File: config.mk
export PLATFORM = sky130hd
export DESIGN_NAME = llc_input_arbiter
export DESIGN_NICKNAME = d
export VERILOG_FILES = /design/src/rtl/llc_input_arbiter.sv
export SDC_FILE = /design/constraint.sdc
export NUM_CORES = 1
export LEC_CHECK = 0
export CAP_MARGIN = 15
export CORE_MARGIN = 2
export CORE_UTILIZATION = 47
export CTS_CLUSTER_SIZE = 16
export DETAILED_ROUTE_END_ITERATION = 6
export PLACE_DENSITY = 0.8
export SYNTH_ARGS = -nofsm -noshare
export SYNTH_HDL_FRONTEND = slang
export SYNTH_SLANG_ARGS = --single-unit
export TNS_END_PERCENT = 5
File: constraint.sdc
create_clock -name clk -period 3.4 [get_ports clk]
set_clock_uncertainty 0.2 [all_clocks]
set_input_delay 0.68 -clock clk [delete_from_list [all_inputs] [get_ports clk]]
set_output_delay 0.68 -clock clk [all_outputs]
set_load 0.01 [all_outputs]
File: src/rtl/llc_input_arbiter.sv
// llc_input_arbiter: arbitrates LLC input channels and queues {channel, set, tag} for set lookup
module llc_input_arbiter #(
    parameter int NUM_CH       = 4,
    parameter int ADDR_W       = 26,
    parameter int SET_W        = 10,
    parameter int DEPTH        = 2,
    parameter int RR_EN        = 0,
    parameter int STARVE_LIMIT = 15,
    localparam int CH_W        = NUM_CH > 2 ? $clog2(NUM_CH) : 1,
    localparam int CNT_W       = $clog2(DEPTH + 1)
) (
    input  logic                       clk,
    input  logic                       rst,
    input  logic [NUM_CH-1:0]          in_valid,
    input  logic [NUM_CH*ADDR_W-1:0]   in_addr,
    input  logic [NUM_CH-1:0]          in_block,
    output logic [NUM_CH-1:0]          in_ready,
    output logic                       out_valid,
    input  logic                       out_ready,
    output logic [CH_W-1:0]            out_ch,
    output logic [SET_W-1:0]           out_set,
    output logic [ADDR_W-SET_W-1:0]    out_tag,
    output logic [CNT_W-1:0]           count,
    output logic                       idle
);
    localparam int TAG_W = ADDR_W - SET_W;
    localparam int PTR_W = DEPTH > 1 ? $clog2(DEPTH) : 1;
    localparam logic [7:0] LIMIT = 8'(STARVE_LIMIT);

    logic [NUM_CH-1:0] elig;
    logic [NUM_CH-1:0] starved;
    logic [NUM_CH-1:0] gnt;
    logic [7:0]        wait_q [NUM_CH];
    logic [7:0]        wait_d [NUM_CH];
    logic [CH_W-1:0]   rr_q;
    logic [CH_W-1:0]   rr_d;
    logic [CH_W-1:0]   win;
    logic [CH_W:0]     cand;
    logic [ADDR_W-1:0] win_addr;
    logic [PTR_W-1:0]  wr_q;
    logic [PTR_W-1:0]  wr_d;
    logic [PTR_W-1:0]  rd_q;
    logic [PTR_W-1:0]  rd_d;
    logic [CNT_W-1:0]  count_q;
    logic [CNT_W-1:0]  count_d;
    logic [CH_W-1:0]   ch_mem  [DEPTH];
    logic [SET_W-1:0]  set_mem [DEPTH];
    logic [TAG_W-1:0]  tag_mem [DEPTH];
    logic              pop;
    logic              push;
    logic              can_push;

    assign elig      = in_valid & ~in_block;
    assign out_valid = count_q != '0;
    assign pop       = out_valid & out_ready;
    assign can_push  = (count_q != CNT_W'(DEPTH)) | pop;
    assign push      = can_push & (|elig);
    assign gnt       = push ? NUM_CH'(1) << win : '0;
    assign in_ready  = gnt;
    assign count     = count_q;
    assign idle      = ~(|elig) & ~out_valid;
    assign out_ch    = ch_mem[rd_q];
    assign out_set   = set_mem[rd_q];
    assign out_tag   = tag_mem[rd_q];

    // a channel is starved once its wait count has saturated while it is still eligible
    always_comb begin
        for (int i = 0; i < NUM_CH; i++) starved[i] = elig[i] & (wait_q[i] == LIMIT);
    end

    // winner: lowest starved channel, else lowest eligible (fixed) or first eligible after rr_q
    always_comb begin
        win  = '0;
        cand = '0;
        if (|starved) begin
            for (int i = NUM_CH - 1; i >= 0; i--) if (starved[i]) win = CH_W'(i);
        end else if (RR_EN == 0) begin
            for (int i = NUM_CH - 1; i >= 0; i--) if (elig[i]) win = CH_W'(i);
        end else begin
            for (int k = NUM_CH; k >= 1; k--) begin
                cand = {1'b0, rr_q} + (CH_W + 1)'(k);
                cand = cand >= (CH_W + 1)'(NUM_CH) ? cand - (CH_W + 1)'(NUM_CH) : cand;
                if (elig[cand[CH_W-1:0]]) win = cand[CH_W-1:0];
            end
        end
    end

    // select the winning channel's line address
    always_comb begin
        win_addr = '0;
        for (int i = 0; i < NUM_CH; i++) if (CH_W'(i) == win) win_addr = in_addr[i*ADDR_W +: ADDR_W];
    end

    // wait counters clear on grant or absence, hold while blocked, count up while losing
    always_comb begin
        for (int i = 0; i < NUM_CH; i++) begin
            wait_d[i] = (!in_valid[i] || gnt[i]) ? 8'd0 :
                        (elig[i] && wait_q[i] != LIMIT) ? wait_q[i] + 8'd1 : wait_q[i];
        end
    end

    // pointer and occupancy next state
    always_comb begin
        rr_d    = push ? win : rr_q;
        wr_d    = push ? (wr_q == PTR_W'(DEPTH - 1) ? '0 : wr_q + PTR_W'(1)) : wr_q;
        rd_d    = pop ? (rd_q == PTR_W'(DEPTH - 1) ? '0 : rd_q + PTR_W'(1)) : rd_q;
        count_d = count_q + CNT_W'(push) - CNT_W'(pop);
    end

    // control state; reset drops every queued entry at once
    always_ff @(posedge clk or negedge rst) begin
        if (!rst) begin
            for (int i = 0; i < NUM_CH; i++) wait_q[i] <= '0;
            rr_q    <= CH_W'(NUM_CH - 1);
            wr_q    <= '0;
            rd_q    <= '0;
            count_q <= '0;
        end else begin
            for (int i = 0; i < NUM_CH; i++) wait_q[i] <= wait_d[i];
            rr_q    <= rr_d;
            wr_q    <= wr_d;
            rd_q    <= rd_d;
            count_q <= count_d;
        end
    end

    // queue storage; contents are only meaningful below count_q
    always_ff @(posedge clk) begin
        if (push) begin
            ch_mem[wr_q]  <= win;
            set_mem[wr_q] <= win_addr[SET_W-1:0];
            tag_mem[wr_q] <= win_addr[ADDR_W-1:SET_W];
        end
    end
endmodule

Word level (Yosys, flattened, before mapping)
Memory sizes are Yosys's and may differ from the RTL's. Index checks and enable logic that the tools add are counted.

Flip-flop bits (word level): 36. Memory bits (writable): 56. Input port bits: 115. Output and inout bits: 36. Word-level logic and storage cells: 89. Memories kept: 3.

Add/sub/neg operators: 8. Eq/ne operators: 12. Shift-type cells: 1. Mux-type cells: 26. Bitwise logic cells: 12. Reduce and logical (&&, ||, !) cells: 20.

Memory list: tag_mem (depth 2, bits a word 16, rd ports 1, clocked after Yosys merged registers in 0, write ports 1, RTL line 48) `logic [TAG_W-1:0] tag_mem [DEPTH];`; set_mem (depth 2, bits a word 10, rd ports 1, clocked after Yosys merged registers in 0, write ports 1, RTL line 47) `logic [SET_W-1:0] set_mem [DEPTH];`; ch_mem (depth 2, bits a word 2, rd ports 1, clocked after Yosys merged registers in 0, write ports 1, RTL line 46) `logic [CH_W-1:0] ch_mem [DEPTH];`.

Operators by type and width (number): 26-bit 2-to-1 mux (4); 8-bit 2-to-1 mux (8); 8-bit by 1-bit adder with 8-bit output, second input constant (4); 8-bit by 4-bit equality test with 1-bit output, second input constant (4); 8-bit by 4-bit inequality test with 1-bit output, second input constant (4); 2-bit 2-to-1 mux (9); 2-bit nonzero test (5); 4-bit OR reduction (2); 1-bit AND (7); 4-bit AND (1); 2-bit equality test, first input constant (2); 1-bit logical AND (4); 1-bit zero test (4); 1-bit logical OR (4); 1-bit 2-to-1 mux (4); 4-bit 2-to-1 mux (1); 4-bit inverter (1); 1-bit by 2-bit << shifter with 4-bit output, first input constant (1); 1-bit adder, second input constant (2); 2-bit by 1-bit adder with 2-bit output (1); 1-bit by 2-bit equality test with 1-bit output, first input constant (1); 2-bit zero test (1); 2-bit inequality test, second input constant (1); 1-bit inverter (2); 2 further kinds (2).

Logic depth before layout (Yosys ltp)
Gate-level depths: netlist (run 1).

Depth in word-level cells: 13. Depth in mapped cells: 10.

Least setup slack after synthesis (run 1)
Ideal clock, no wire load.

Path kind: input to register. From: input port in_valid[0]. To: memory ch_mem[0][0] (netlist name), enable pin. Arrival time: 2751 ps. Required time: 2787 ps. Slack: 36 ps. Stages on the path: 6. Cell sequence: nor2b_1 -> nor2_1 -> nand3_1 -> nand2_1 -> buf_1 -> nor2_1.

Longest elaborated chain between the ends: 5.

Ends and longest elaborated chain: start, declared (RTL line 14) `input logic [NUM_CH-1:0] in_valid,`; 4-bit AND (RTL line 53) `assign elig = in_valid & ~in_block;`; 4-bit OR reduction (RTL line 57) `assign push = can_push & (|elig);`; 1-bit AND (RTL line 57); 1-bit 2-to-1 mux (RTL line 129) `if (push) begin`; 1-bit 2-to-1 mux (not written as such) (RTL line 130) `ch_mem[wr_q] <= win;`; end, declared (RTL line 46).

Every way passes these cells.

Worst setup path after layout (run 1)
From: input port in_block[1]. To: output port in_ready[0].

Longest elaborated chain between the ends: 8.

Ends and longest elaborated chain: start, declared (RTL line 16) `input logic [NUM_CH-1:0] in_block,`; 4-bit inverter * (RTL line 53); 4-bit AND * (RTL line 53); 1-bit AND (RTL line 68) `for (int i = 0; i < NUM_CH; i++) starved[i] = elig[i] & (wait_q[i] == LIMIT);`; 2-bit 2-to-1 mux (2 in series) (RTL line 76) `for (int i = NUM_CH - 1; i >= 0; i--) if (starved[i]) win = CH_W'(i);`; 2-bit 2-to-1 mux (RTL line 75) `if (|starved) begin`; 1-bit by 2-bit << shifter with 4-bit output (RTL line 58) `assign gnt = push ? NUM_CH'(1) << win : '0;`; 4-bit 2-to-1 mux * (RTL line 58); end, declared (RTL line 17) `output logic [NUM_CH-1:0] in_ready,`.

Mark *: on every way between the ends. The rest lies on a longest branch, timed or not.

==> flow_metrics.py, run 1 <==
metrics = {
    "synth": {
        "synth_top_family_by_area": "multiplexers",
        "synth-seq-area-share": 0.530,
        "yosys_most_used_dff": "edfxtp_1",
        "ys_types": 39,
        "synth_xor_area_frac": 0.0575,
        "ys_seq_elements": 92,
        "syn-cell-area_um2": 4870,
        "syn_nets": 491,
        "yosys.area_share.adder": 0.0154,
        "synth_edf_count": 56,
        "postSynthCellCount": 370,
        "synth.avg_cell_area_um2": 13.2,
        "yosys.area_share.simple": 0.102,
        "postSynth.asyncResetShare": 0.391,
        "yosysWarnings": 0,
        "synth-compound-area-share": 0.0288,
        "synthMuxAreaShare": 0.233,
    },
    "place": {
        "dpl.hpwl_um": 7800,
        "port_buffers": 150,
        "place_congestion": 0.881,
    },
    "global_routing": {
        "gr-max-usage-layer": "met2",
        "grt_util_all_layers": 0.193,
        "grtUsageMet3": 0.0414,
        "grt_overflow": 0,
        "grtUsageMet1": 0.229,
        "grt_pass1_vias": 3687,
        "antenna_found_initial": 0,
        "grt_max_degree": 47,
        "grt_pass1_wl_um": 17300,
        "use_met2": 0.352,
    },
    "clock_network": {
        "clockBufferDepth": 2,
        "htree_levels": 3,
        "numCtsBuffers": 9,
        "cts.sinks": 92,
        "tritoncts": "built",
        "clk_latency_ns": 0.35,
        "cts-root-buf": "clkbuf_8",
        "hold_buffers": 0,
        "clk_pin_slew_ns": 0.09,
    },
    "cells_and_area": {
        "nets": 661,
        "areaGrowthSynthToFinish_pct": 39.4,
        "multiInputGateArea_um2": 2150,
        "layout.area.seq_um2": 2580,
        "drive_above_1_share": 0.150,
        "nFillCells": 796,
        "diodes": 0,
    },
    "drt": {
        "drt_iter0_drc": 138,
        "wl_per_cell_um": 15.4,
        "drtPass1Iterations": 4,
        "drc": 0,
        "antenna_left": 0,
        "routed_wl_um": 10500,
        "viasPerCell": 5.12,
        "via_count": 3489,
    },
    "power_and_ir_drop": {
        "powerDensity_nw_per_um2": 543,
        "seq_power_share": 0.424,
        "p_leak_nw": 2.75,
        "p_int_mw": 2.57,
        "switchingPower_mw": 1.11,
        "switching_share": 0.302,
        "p_total_mw": 3.69,
        "p_comb_frac": 0.394,
        "clkPwrFrac": 0.182,
        "ir_drop_mv": 0.341,
    },
    "job": {
        "cap_viol_max_count": 0,
    },
    "worst_setup_path": {
        "worstPathRequired_ns": 2.52,
        "arrival_ns": 2.45,
        "critPathLaunchType": "input pin",
        "regToRegSetupSlack_ns": 0.51,
        "critPathBufInv": 4,
        "cpPeakStageDelay_ns": 0.44,
        "path_cells": "clkdlybuf4s50_1, and2b_1, nor2_2, buf_4, o21ai_1, a211o_2, clkinv_2, nor3_1, dlygate4sd2_1",
        "crit_type": "input pin to output pin",
        "critPathMaxFanout": 5,
        "worst_path_dominant_cell_family": "buffers and inverters",
        "worst_setup_path_end_kind": "output pin",
        "cp_slowest_cell": "clkdlybuf4s50_1",
    },
    "floorplanning": {
        "fp.coreArea_um2": 10200,
        "die-width_um": 106,
        "core.rowCount": 37,
        "die-area_um2": 11200,
        "fp.dieH_um": 106,
        "start_util": 0.478,
        "ioPinCount": 151,
    },
    "timing": {
        "rsz0062_at_grt": "true",
        "setup_tns_ns": 0,
        "hold_viol": 0,
        "setup_viol": 0,
        "fin_crit_sh": 0.979,
        "drv_slew": 0,
        "slew_headroom": 0.595,
        "worst_pin_slew_ns": 0.604,
        "period_needed_ns": 3.33,
        "clock.fmax_mhz": 300,
    },
    "outcome": {
        "status": "completed",
    },
    "worst_hold_path": {
        "hold_path_class": "flop to flop",
    },
}
==> logic make-up (layout without fill, tap and decap cells) <==
group                    Yosys count  in the layout
AO/OA/AOI/OAI                     15             15
buffers and inverters             16            191
XOR/XNOR                          32             32
flip-flops                        92             92
adder cells (fa/ha/maj)            6              6
AND/OR/NAND/NOR                   99             99
multiplexers                     110            110
==> worst paths after layout <==
| kind | start | end | depth (start not counted) |
|---|---|---|---|
| max reg2reg | wait_q[16] | set_mem[0][6] | 9 |
| min | count[1] | count[1] | 1 |
| min reg2reg | count[1] | count[1] | 1 |
| max | in_block[1] | in_ready[0] | 9 |
| max in group asynchronous | rst | wait_q[0] | 2 |
| min in group asynchronous | rst | count[0] | 2 |
==> layout make-up <==
cell class                      count  share of cell area
Sequential cell                    92               0.380
Multi-Input combinational cell    262               0.317
Timing Repair Buffer              172               0.249
Tap cell                          136              0.0251
Clock buffer                        9              0.0182
Clock inverter                      7             0.00811
Inverter                            3             0.00184
==> per-layer routing <==
layer	vias to the layer above	wire length, um
li1	1695	-
met1	1706	4290
met2	79	5650
met3	9	402
met4	0	115
met5	-	0
==> state kept, by name (all words and copies together) (netlist names) <==
| name | flops |
|---|---|
| set_mem | 20 |
| wr_q | 1 |
| rd_q | 1 |
| wait_q | 32 |
| ch_mem | 4 |
| count | 2 |
| tag_mem | 32 |
==> what timing repair did <==
action,4_1_cts,5_1_grt
endpoints found under the setup margin,5,3
gates resized for setup,7,6
pin swaps,0,1
endpoints found under the hold margin,0,0
buffers inserted,0,1
==> synth_stat cells, drive strengths merged (3+ instances only) <==
| master | count | area share |
|---|---|---|
| and2 | 4 | 0.0051 |
| and3 | 8 | 0.010 |
| buf | 11 | 0.029 |
| dfrtp | 36 | 0.18 |
| edfxtp | 56 | 0.35 |
| ha | 6 | 0.015 |
| mux2 | 28 | 0.065 |
| mux2i | 82 | 0.17 |
| nand2 | 12 | 0.0092 |
| nand3 | 8 | 0.0082 |
| nand4 | 7 | 0.0090 |
| nor2 | 40 | 0.031 |
| nor3 | 7 | 0.0072 |
| nor4 | 3 | 0.0069 |
| o31ai | 4 | 0.014 |
| xnor2 | 14 | 0.025 |
| xor2 | 18 | 0.032 |
==> per-stage QoR <==
stage	cell area [um2]	utilization	hold slack [ns]	cells	setup WS, ns
floorplan	4870	-	0.184	370	0.0360
global placement	6600	0.648	0.301	664	-0.180
detailed placement	6600	0.648	0.308	664	-0.211
CTS	6780	0.666	0.326	680	0.00798
global route	6790	0.667	0.372	681	-0.0328
finish	6790	0.667	0.320	681	0.0706
==> power groups by stage <==
| stage | clock, mW | combinational (mW) | sequential, mW |
|---|---|---|---|
| final | 0.670 | 1.45 | 1.56 |
| after CTS | 0.690 | 1.48 | 1.57 |
| after global routing | 0.737 | 1.56 | 1.59 |
| after floorplan | 0 | 0.726 | 1.57 |
| after global placement | 0 | 1.45 | 1.57 |
| after detailed placement | 0 | 1.47 | 1.59 |
==> cell usage in the layout (no fill, tap or decap), types with 2 or more instances in the layout <==
master / n
edfxtp_1: 56
dfrtp_1: 36
nor2_1: 38
buf_12: 3
clkdlybuf4s50_1: 145
xnor2_1: 14
ha_1: 6
o31ai_4: 2
mux2i_1: 82
clkbuf_8: 9
and2_1: 4
a21oi_1: 2
nand4_1: 7
nand2b_1: 2
nor4_1: 2
dlygate4sd2_1: 2
xor2_1: 18
mux2_2: 28
buf_4: 19
and2b_1: 2
and3_1: 8
nand2_1: 12
clkbuf_2: 2
o31ai_2: 2
nor3_1: 7
nand3_1: 8
o21ai_1: 2
inv_6: 5
and4_1: 2
Note: power is estimated with default switching activity, not from simulation.
==> run 2, diff against run 1 <==
--- a/config.mk
+++ b/config.mk
@@ -5,12 +5,12 @@
 export SDC_FILE = /design/constraint.sdc
 export NUM_CORES = 1
 export LEC_CHECK = 0
-export CAP_MARGIN = 15
+export CAP_MARGIN = 20
 export CORE_MARGIN = 2
-export CORE_UTILIZATION = 47
+export CORE_UTILIZATION = 43
 export CTS_CLUSTER_SIZE = 16
 export DETAILED_ROUTE_END_ITERATION = 6
-export PLACE_DENSITY = 0.8
+export PLACE_DENSITY = 0.78
 export SYNTH_ARGS = -nofsm -noshare
 export SYNTH_HDL_FRONTEND = slang
 export SYNTH_SLANG_ARGS = --single-unit
==> constraint.sdc (replaced) <==
create_clock -name clk -period 2.9 [get_ports clk]
set_clock_uncertainty 0.2 [all_clocks]
set_input_delay 0.58 -clock clk [delete_from_list [all_inputs] [get_ports clk]]
set_output_delay 0.58 -clock clk [all_outputs]
set_load 0.01 [all_outputs]
==> run 2 against run 1 <==
The flow now finishes with violations (setup timing). Sequential share of layout area shrank 3.1 points. Register-to-register slack lost 0.45 ns. Critical path depth shrank 3. Via count grew 5.2%. Clock-buffer cell count is the same. Worst setup slack lost 0.093 ns. Core utilization grew 0.91 points. Die area grew 8.9%. Power grew 30%. Critical path type is now flop to output pin. Largest cell class unchanged. Largest power group unchanged.
==> flow_metrics.py, run 2 (synthesized netlist as in run 1, its figures left out) <==
metrics = {
    "worst_setup_path": {
        "critPathLaunchType": "flop",
        "critPathMaxFanout": 5,
        "worst_setup_path_end_kind": "output pin",
        "crit_type": "flop to output pin",
        "r2r_cells": 9,
        "cp-endpoint": "in_ready[2]",
        "arrival_ns": 2.14,
        "r2r_end": "tag_mem[1][6]",
        "crit_start": "wait_q[4]",
        "worstPathRequired_ns": 2.12,
        "regToRegSetupSlack_ns": 0.06,
        "rr_startpoint": "wait_q[4]",
    },
    "floorplanning": {
        "start_util": 0.445,
        "die-width_um": 110,
        "ioPinCount": 151,
        "fp.dieH_um": 110,
        "core.rowCount": 38,
        "fp.coreArea_um2": 10900,
        "die-area_um2": 12200,
    },
    "power_and_ir_drop": {
        "p_total_mw": 4.81,
        "powerDensity_nw_per_um2": 651,
        "p_leak_nw": 3.10,
        "ir_drop_mv": 0.411,
    },
    "drt": {
        "via_count": 3671,
        "drtPass1Iterations": 6,
        "wl_per_cell_um": 16.0,
        "routed_wl_um": 11600,
        "viasPerCell": 5.04,
        "antenna_left": 0,
        "drt_iter0_drc": 90,
        "drc": 0,
    },
    "timing": {
        "rsz0062_at_grt": "true",
        "hold_viol": 0,
        "worst_pin_slew_ns": 0.470,
        "period_needed_ns": 2.92,
        "slew_headroom": 0.687,
        "drv_slew": 0,
        "fin_crit_sh": 1.01,
        "setup_tns_ns": -0.0413,
        "setup_viol": 2,
        "layout_setup_ws_ns": -0.0220,
        "clock.fmax_mhz": 342,
    },
    "global_routing": {
        "grt_max_degree": 37,
        "antenna_found_initial": 0,
        "grt_util_all_layers": 0.193,
        "grt_pass1_vias": 3944,
        "grt_overflow": 0,
        "grt_pass1_wl_um": 19400,
    },
    "job": {
        "cap_viol_max_count": 0,
    },
    "cells_and_area": {
        "final_common_cell": "clkdlybuf4s50_1",
        "top_regs": "tag_mem (32), wait_q (32), set_mem (20)",
        "multiInputGateArea_um2": 2270,
        "finalInstanceArea_um2": 7390,
        "final_cell_mix": "138 x clkdlybuf4s50_1, 80 x mux2i_1, 59 x buf_4",
        "layout.area.seq_um2": 2580,
        "areaGrowthSynthToFinish_pct": 51.7,
        "nets": 704,
        "drive_above_1_share": 0.252,
        "nFillCells": 806,
        "diodes": 0,
    },
    "clock_network": {
        "cts-root-buf": "clkbuf_16",
        "tritoncts": "built",
        "numCtsBuffers": 9,
        "clk_pin_slew_ns": 0.07,
        "hold_buffers": 0,
        "cts.sinks": 92,
        "htree_levels": 3,
        "clockBufferDepth": 2,
        "clk_latency_ns": 0.33,
    },
    "place": {
        "place_congestion": 0.855,
        "postPlaceCellArea_um2": 6910,
        "port_buffers": 150,
        "dpl.hpwl_um": 8910,
    },
    "outcome": {
        "violations": "setup timing",
        "status": "finished, violations left",
    },
    "worst_hold_path": {
        "hold_path_class": "flop to flop",
    },
}
## run 2: changes by cell type in the layout (fill, tap and decap cells not counted), moves of 3 or more
cell / previous run / this run
buf_4: 19 / 59
inv_6: 5 / 2
clkbuf_16: 0 / 9
nor3_4: 0 / 3
nor3_1: 7 / 3
buf_2: 0 / 4
dlymetal6s2s_1: 1 / 5
clkbuf_8: 9 / 0
clkdlybuf4s50_1: 145 / 138
## run 2: area by class of cell
type,instances,area share
clock buffers,9,0.0305
clock inverters,7,0.0112
inverters,3,0.00220
multi-input cells,262,0.307
flip-flops and latches,92,0.349
well taps,140,0.0237
repair buffers,215,0.276
## run 2: critical path: stages (launching register included)
cell and delay (ns):
dfrtp_1 0.41, nor4_4 0.38, and2_4 0.21, o21ai_2 0.07
a211o_4 0.38, nor3_4 0.21, buf_2 0.16
## run 2: per-stage QoR
stage	hold slack [ns]	util	instances	worst slack, ns
CTS	0.307	0.666	726	-0.0856
detailed placement	0.293	0.632	709	-0.696
finish	0.322	0.676	728	-0.0220
global placement	0.294	0.632	709	-0.641
global route	0.335	0.676	728	-0.111
floorplan	0.0844	-	370	-0.0880
## run 2: layer usage
layer	routed length (um)	up-vias	GRT usage	share of wire
li1	-	1786	-	-
met1	4850	1749	0.231	0.42
met2	6000	123	0.351	0.52
met3	639	13	0.0395	0.055
met4	152	0	0.0525	0.013
met5	0	-	0	0
## run 2: how the worst min path moves through the flow
stage,startpoint,end,slack (ns),cells past startpoint
detailed placement,wr_q,wr_q,0.29,1
global placement,wr_q,wr_q,0.29,1
CTS,wr_q,wr_q,0.31,1
finish,wr_q,wr_q,0.32,1
global route,wr_q,wr_q,0.34,1
floorplan,rst,count[0],0.08,0
## run 2: repair_timing
action,CTS,global route
buffers inserted,1,2
gates resized for setup,40,26
gates cloned,0,0
endpoints found under the setup margin,49,48
pin swaps,4,11
## run 2: report_power, final
group          switching (mW)  total (mW)  internal, mW
sequential             0.0743        1.82          1.74
combinational           0.797        1.80          1.00
clock                   0.508        1.19         0.685
